**config.mk**
```make
export PLATFORM = sky130hd
export DESIGN_NAME = fifo_byte_serializer
export DESIGN_NICKNAME = d
export VERILOG_FILES = /design/src/rtl/fifo_byte_serializer.sv
export SDC_FILE = /design/constraint.sdc
export NUM_CORES = 1
export LEC_CHECK = 0
export ABC_AREA = 1
export BUFFER_PORTS_ARGS = -buffer_cell sky130_fd_sc_hd__buf_2
export CAP_MARGIN = 5
export CORE_ASPECT_RATIO = 0.7
export CORE_UTILIZATION = 53
export DETAILED_ROUTE_END_ITERATION = 12
export PLACE_DENSITY = 0.79
export SLEW_MARGIN = 20
export SYNTH_ARGS = -nofsm -noshare
export SYNTH_HDL_FRONTEND = slang
export SYNTH_SLANG_ARGS = --single-unit
```
**constraint.sdc**
```tcl
create_clock -name Clk -period 2.2 [get_ports Clk]
set_clock_uncertainty 0.15 [all_clocks]
set_input_delay 0.55 -clock Clk [delete_from_list [all_inputs] [get_ports Clk]]
set_output_delay 0.55 -clock Clk [all_outputs]
set_load 0.02 [all_outputs]
```
**src/rtl/fifo_byte_serializer.sv**
```systemverilog
// rtl/fifo_byte_serializer.sv - drains 32-bit FIFO words into a valid/ready byte stream
// One bubble cycle (WAIT) per word absorbs the FIFO's one-cycle read latency.
module fifo_byte_serializer #(
  parameter bit MSB_FIRST = 1'b1,
  parameter int CNT_W     = 16
) (
  input  logic             Clk,
  input  logic             Rst,
  input  logic             EMPTY,
  input  logic [31:0]      fifoData,
  output logic             RD,
  output logic [7:0]       byteOut,
  output logic             byteValid,
  input  logic             byteReady,
  output logic             busy,
  output logic [CNT_W-1:0] wordCount
);

  typedef enum logic [1:0] {
    S_IDLE = 2'd0,
    S_WAIT = 2'd1,
    S_SEND = 2'd2
  } state_t;

  state_t             state_q, state_d;
  logic [31:0]        hold_q, hold_d;
  logic [1:0]         idx_q, idx_d;
  logic [CNT_W-1:0]   cnt_q, cnt_d;

  logic               rd_d;
  logic               valid_d;
  logic [7:0]         out_d;
  logic [1:0]         lane;
  logic [7:0]         lane_byte;

  always_ff @(posedge Clk or posedge Rst) begin
    if (Rst) begin
      state_q <= S_IDLE;
      hold_q  <= 32'h0;
      idx_q   <= 2'd0;
      cnt_q   <= '0;
    end else begin
      state_q <= state_d;
      hold_q  <= hold_d;
      idx_q   <= idx_d;
      cnt_q   <= cnt_d;
    end
  end

  // Byte index counts transmission order; lane maps it onto the word.
  always_comb begin
    lane = MSB_FIRST ? (2'd3 - idx_q) : idx_q;
    case (lane)
      2'd0:    lane_byte = hold_q[7:0];
      2'd1:    lane_byte = hold_q[15:8];
      2'd2:    lane_byte = hold_q[23:16];
      default: lane_byte = hold_q[31:24];
    endcase
  end

  always_comb begin
    state_d = state_q;
    hold_d  = hold_q;
    idx_d   = idx_q;
    cnt_d   = cnt_q;
    rd_d    = 1'b0;
    valid_d = 1'b0;
    out_d   = 8'h00;
    case (state_q)
      S_IDLE: begin
        if (!EMPTY) begin
          rd_d    = 1'b1;
          state_d = S_WAIT;
        end
      end
      S_WAIT: begin
        hold_d  = fifoData;
        idx_d   = 2'd0;
        state_d = S_SEND;
      end
      S_SEND: begin
        valid_d = 1'b1;
        out_d   = lane_byte;
        if (byteReady) begin
          if (idx_q == 2'd3) begin
            cnt_d = cnt_q + CNT_W'(1);
            idx_d = 2'd0;
            // Chain straight into the next word to keep the single-bubble cadence.
            if (!EMPTY) begin
              rd_d    = 1'b1;
              state_d = S_WAIT;
            end else begin
              state_d = S_IDLE;
            end
          end else begin
            idx_d = idx_q + 2'd1;
          end
        end
      end
      default: begin
        state_d = S_IDLE;
      end
    endcase
  end

  // RD is combinational from EMPTY, so it must be masked while reset is held.
  assign RD        = rd_d & ~Rst;
  assign byteValid = valid_d;
  assign byteOut   = out_d;
  assign busy      = (state_q != S_IDLE);
  assign wordCount = cnt_q;

endmodule

```
======== Word level (Yosys, flattened, before mapping) ========
Cells that the tools add are included.
storage, ports and cells
  bits of input ports ..................... 36
  register bits ........................... 52
cells by class
  equality and inequality tests ........... 8
  bitwise logic cells ..................... 2
  add/sub/neg operators ................... 3
  reduce and logical (&&, ||, !) cells .... 7
  multiplexer cells ....................... 15
operators with widths
  operator               count
  $pmux 8 s3             1
  $add 16x1->16 const B  1
  $mux 2                 5
  $mux 8                 1
  $eq 2x2->1 const B     3
  $ne 2x2->1 const B     3
  $pmux 2 s3             1
  $reduce_and 3->1       2
  $mux 1                 5
  $eq 2x1->1 const B     2
  $logic_not 2->1        2
  $pmux 2 s2             1
  $reduce_bool 2->1      2
  $add 2x1->2 const B    1
  $pmux 1 s2             1
  $reduce_and 2->1       1
  $sub 2x2->2 const A    1
  $and 1x1->1            1
  $not 1->1              1

======== Logic depth before layout (Yosys ltp) ========
  word-level depth ........................ 5
  gate-level depth with buffers ........... 10
  depth with buffers taken out ............ 9

======== Worst setup path before layout ========
No wires, ideal clock.
  path type ............................... register to output
  start point ............................. reg idx_q[0]
  end point ............................... out RD
  data required time ...................... 1500 ps
  path slack .............................. 7 ps
  cell stages (with the launch flop) ...... 7
  data arrival time ....................... 1493 ps
  cell sequence ........................... dfrtp_1 > ha_1 > buf_4 > nand2_4 > inv_2 > nor2_1 > nor4_1
on the way
  cells in the longest elaborated chain, start to end .. 5
RTL lines
  item                    RTL line  text
  start, declared         27        logic [1:0] idx_q, idx_d;
  start signal, assigned  45        idx_q <= idx_d;
  $eq 2x2->1              85        if (idx_q == 2'd3) begin
  $mux 1                  85
  $mux 1                  84        if (byteReady) begin
  $pmux 1 s2              69        case (state_q)
  $and 1x1->1             107       assign RD = rd_d & ~Rst;
  end, declared           11        output logic RD,
No other way between the ends.

======== Worst setup path after layout ========
  start point ............................. reg idx_q[0]
  end point ............................... out byteOut[7]
on the way
  cells in the longest elaborated chain, start to end .. 4
  elaborated cells between the ends (all ways) .. 6
  classes of those cells .................. add/sub (1); eq/ne (2); mux (2); reduce/logical (1)
RTL lines
  item                                RTL line  text
  $sub 2x2->2 *                       52        lane = MSB_FIRST ? (2'd3 - idx_q) : idx_q;
  $eq 2x2->1 (tied with other cells)  53        case (lane)
  $pmux 8 s3 *                        53
  $mux 8 *                            69
  end, declared                       12        output logic [7:0] byteOut,
Every way passes the cells marked *; elsewhere a longest branch is shown, timed or not.

==> flow_metrics.py <==
metrics = {
    "outcome": {
        "outcome": "finished with violations",
        "violations": "setup timing",
    },
    "die": {
        "die_h_um": 60.6,
        "die-area_um2": 5190,
        "core-area_um2": 4530,
        "initial_core_util": 0.573,
        "die_x_um": 85.7,
        "pin_count": 63,
        "core.rowCount": 20,
    },
    "synthesis": {
        "syn_area_um2": 2600,
        "synth.mux.area_fraction": 0.168,
        "seq_area_frac_synth": 0.501,
        "syn_nets": 288,
        "synthSimpleGateAreaFrac": 0.163,
        "synth_top_family_by_area": "multiplexers",
        "yosysUniqueCellTypes": 31,
        "synth_edf_count": 0,
        "yosys_warnings": 0,
        "ys_ff_latch": 52,
        "syn_area_per_cell_um2": 10.5,
        "synthCells": 247,
        "synth_compound_area_frac": 0.0612,
        "ys.flop_type": "dfrtp_1",
        "synthXorXnorAreaFrac": 0.0304,
        "async_flop_share": 1.00,
        "synthAdderAreaFrac": 0.0241,
    },
    "global_routing": {
        "grt_pass1_wl_mm": 9.23,
        "busiest_layer": "met2",
        "grt.total_usage": 0.236,
        "grtUsageMet2": 0.377,
        "grt_max_degree": 42,
        "grt.overflow.total": 0,
        "antenna_found_initial": 0,
        "grtUsageMet3": 0.0503,
        "grtUsageMet1": 0.345,
        "grt_pass1_vias": 1851,
    },
    "sta": {
        "fin_crit_ps": 2290,
        "fin_crit_sh": 1.04,
        "hold_viol_final": 0,
        "slew_headroom": 0.744,
        "rsz0062_at_grt": "yes",
        "setup_viol": 8,
        "max_freq_mhz": 438,
        "finalSetupTns_ps": -351,
        "holdWs_ps": 35.9,
        "setup_ws_ps": -85.1,
        "final_max_slew_viol_count": 0,
        "max_slew.worst_pin.slew_ps": 383,
    },
    "cts": {
        "cts_hold_buf": 0,
        "cts_tree": "done",
        "clk_latency_ps": 300,
        "cts_sinks": 52,
        "path_clk_slew_ps": 90,
        "htreeDepth": 2,
        "cts_buffer_depth": 2,
        "numCtsBuffers": 5,
        "root_buffer": "clkbuf_8",
    },
    "layout": {
        "final_core_util": 0.727,
        "finalInstanceArea_um2": 3290,
        "seqCellArea_um2": 1300,
        "area.growth.synth_to_final_pct": 26.8,
        "stdcell_count": 391,
        "multi_input_area_um2": 1240,
        "n_fill_cell": 331,
        "finalNetCount": 365,
        "antennaDiodeCount": 0,
        "final_cell_mix": "buf_2, dfrtp_1, nand2_1",
        "drive_gt1_frac": 0.415,
        "layout_commonest_cell": "buf_2",
    },
    "placement": {
        "gp_congestion": 0.774,
        "dp.cells": 374,
        "dpl-instance-area_um2": 3000,
        "dp_hpwl_mm": 4.06,
        "place.port_buffers": 62,
    },
    "worst_setup_path": {
        "end_kind": "primary output",
        "crit_slowest_cell": "dfrtp_2",
        "worstSetupStartpointType": "register",
        "worst_r2r_startpoint": "idx_q[1]$_DFFE_PP0P_",
        "crit_path_max_incr_delay_ps": 470,
        "worstPathCellList": "inv_4 -> ha_4 -> buf_8 -> a21oi_2 -> a31oi_1 -> buf_2",
        "crit_arrival_ps": 1590,
        "cp_max_fo": 8,
        "cp-startpoint": "idx_q[0]$_DFFE_PP0P_",
        "cp_data_required_time_ps": 1500,
        "reg2reg_depth": 9,
        "crit_type": "reg2out",
    },
    "pwr": {
        "p_leak_nw": 1.65,
        "worst_ir_drop_vdd_mv": 0.639,
        "p_per_area_nw_per_um2": 1220,
    },
    "detailed_routing": {
        "antenna_left": 0,
        "viasPerCell": 5.21,
        "firstDrtPassIters": 4,
        "wl_mm": 5.90,
        "drt_iter0_drc": 118,
        "vias": 2036,
        "avgRoutedWirePerCell_um": 15.1,
        "drc": 0,
    },
    "hold_path": {
        "hold_path_class": "in2async",
    },
    "run": {
        "maxCapViolations": 0,
    },
}
==> final timing paths <==
kind / end / slack, ps
min in group Clk: state_q[0]$_DFFE_PP0P_ / 280
worst max register to register: wordCount[9]$_DFFE_PP0P_ / 390
worst min register to register: wordCount[7]$_DFFE_PP0P_ / 340
max in group asynchronous: idx_q[0]$_DFFE_PP0P_ / 1360
worst max-delay path: byteOut[7] / -90
worst min-delay path: hold_q[9]$_DFFE_PP0P_ / 40
==> critical path, delay by kind of cell, from the launching register on <==
kind / cells / cell delay [ps]
flops: 1 / 470
compound gates: 2 / 230
fa+ha+maj: 1 / 160
buf+inv: 3 / 430
==> power breakdown <==
group          switching, mW  total (mW)  internal, mW
clock                  0.304       0.642         0.338
sequential             0.262        1.58          1.32
combinational          0.889        1.80         0.916
total                   1.45        4.03          2.57
==> through the flow <==
step | worst slack (ps) | power [mW]
3_5_place_dp | 102 | 3.09
5_1_grt | -170 | 4.27
3_3_place_gp | 148 | 3.01
4_1_cts | -46.7 | 3.90
2_1_floorplan | 6.94 | 2.65
6_report | -85.1 | 4.03
==> cells in the mapped netlist (all sizes together) (5+ instances only) <==
cell type   n  area (µm²)
a31oi       9        56.3
mux2       32         435
inv        20        75.1
nand4       5        31.3
ha          5        62.6
a21oi       9        45.0
nand3      10        55.1
nor2       17        86.3
o21ai      10        50.0
dfrtp      52        1300
nand2      55         219
buf         7        53.8
xor2        7        61.3
==> final cells by class <==
| type | instances | share of cell area |
|---|---|---|
| Tap cell | 66 | 0.0251 |
| Timing Repair Buffer | 78 | 0.144 |
| Sequential cell | 52 | 0.396 |
| Inverter | 21 | 0.0262 |
| Clock inverter | 2 | 0.0106 |
| Multi-Input combinational cell | 166 | 0.377 |
| Clock buffer | 6 | 0.0220 |
==> kinds of logic after synthesis <==
logic type / count (synthesis)
and+or+nand+nor: 91
DFF: 52
muxes: 32
AOI/OAI and AO/OA: 29
buffers and inverters: 29
xor gates and xnor gates: 9
adders and majority gates: 5
==> routing by layer <==
metal  vias up  part of all wire
li1        974                 -
met1       993              0.48
met2        63              0.48
met3         6             0.042
met4         0            0.0056
met5         -                 0
==> state kept, by name, indices dropped and copies added (netlist names) <==
register and cells:
hold_q 32, idx_q 2, state_q 2, wordCount 16
==> timing repair <==
action	4_1_cts	5_1_grt
setup endpoints to repair	9	9
gates resized for setup	18	15
pin swaps	1	6
setup buffers	5	4
(Power assumes the default switching activity.)
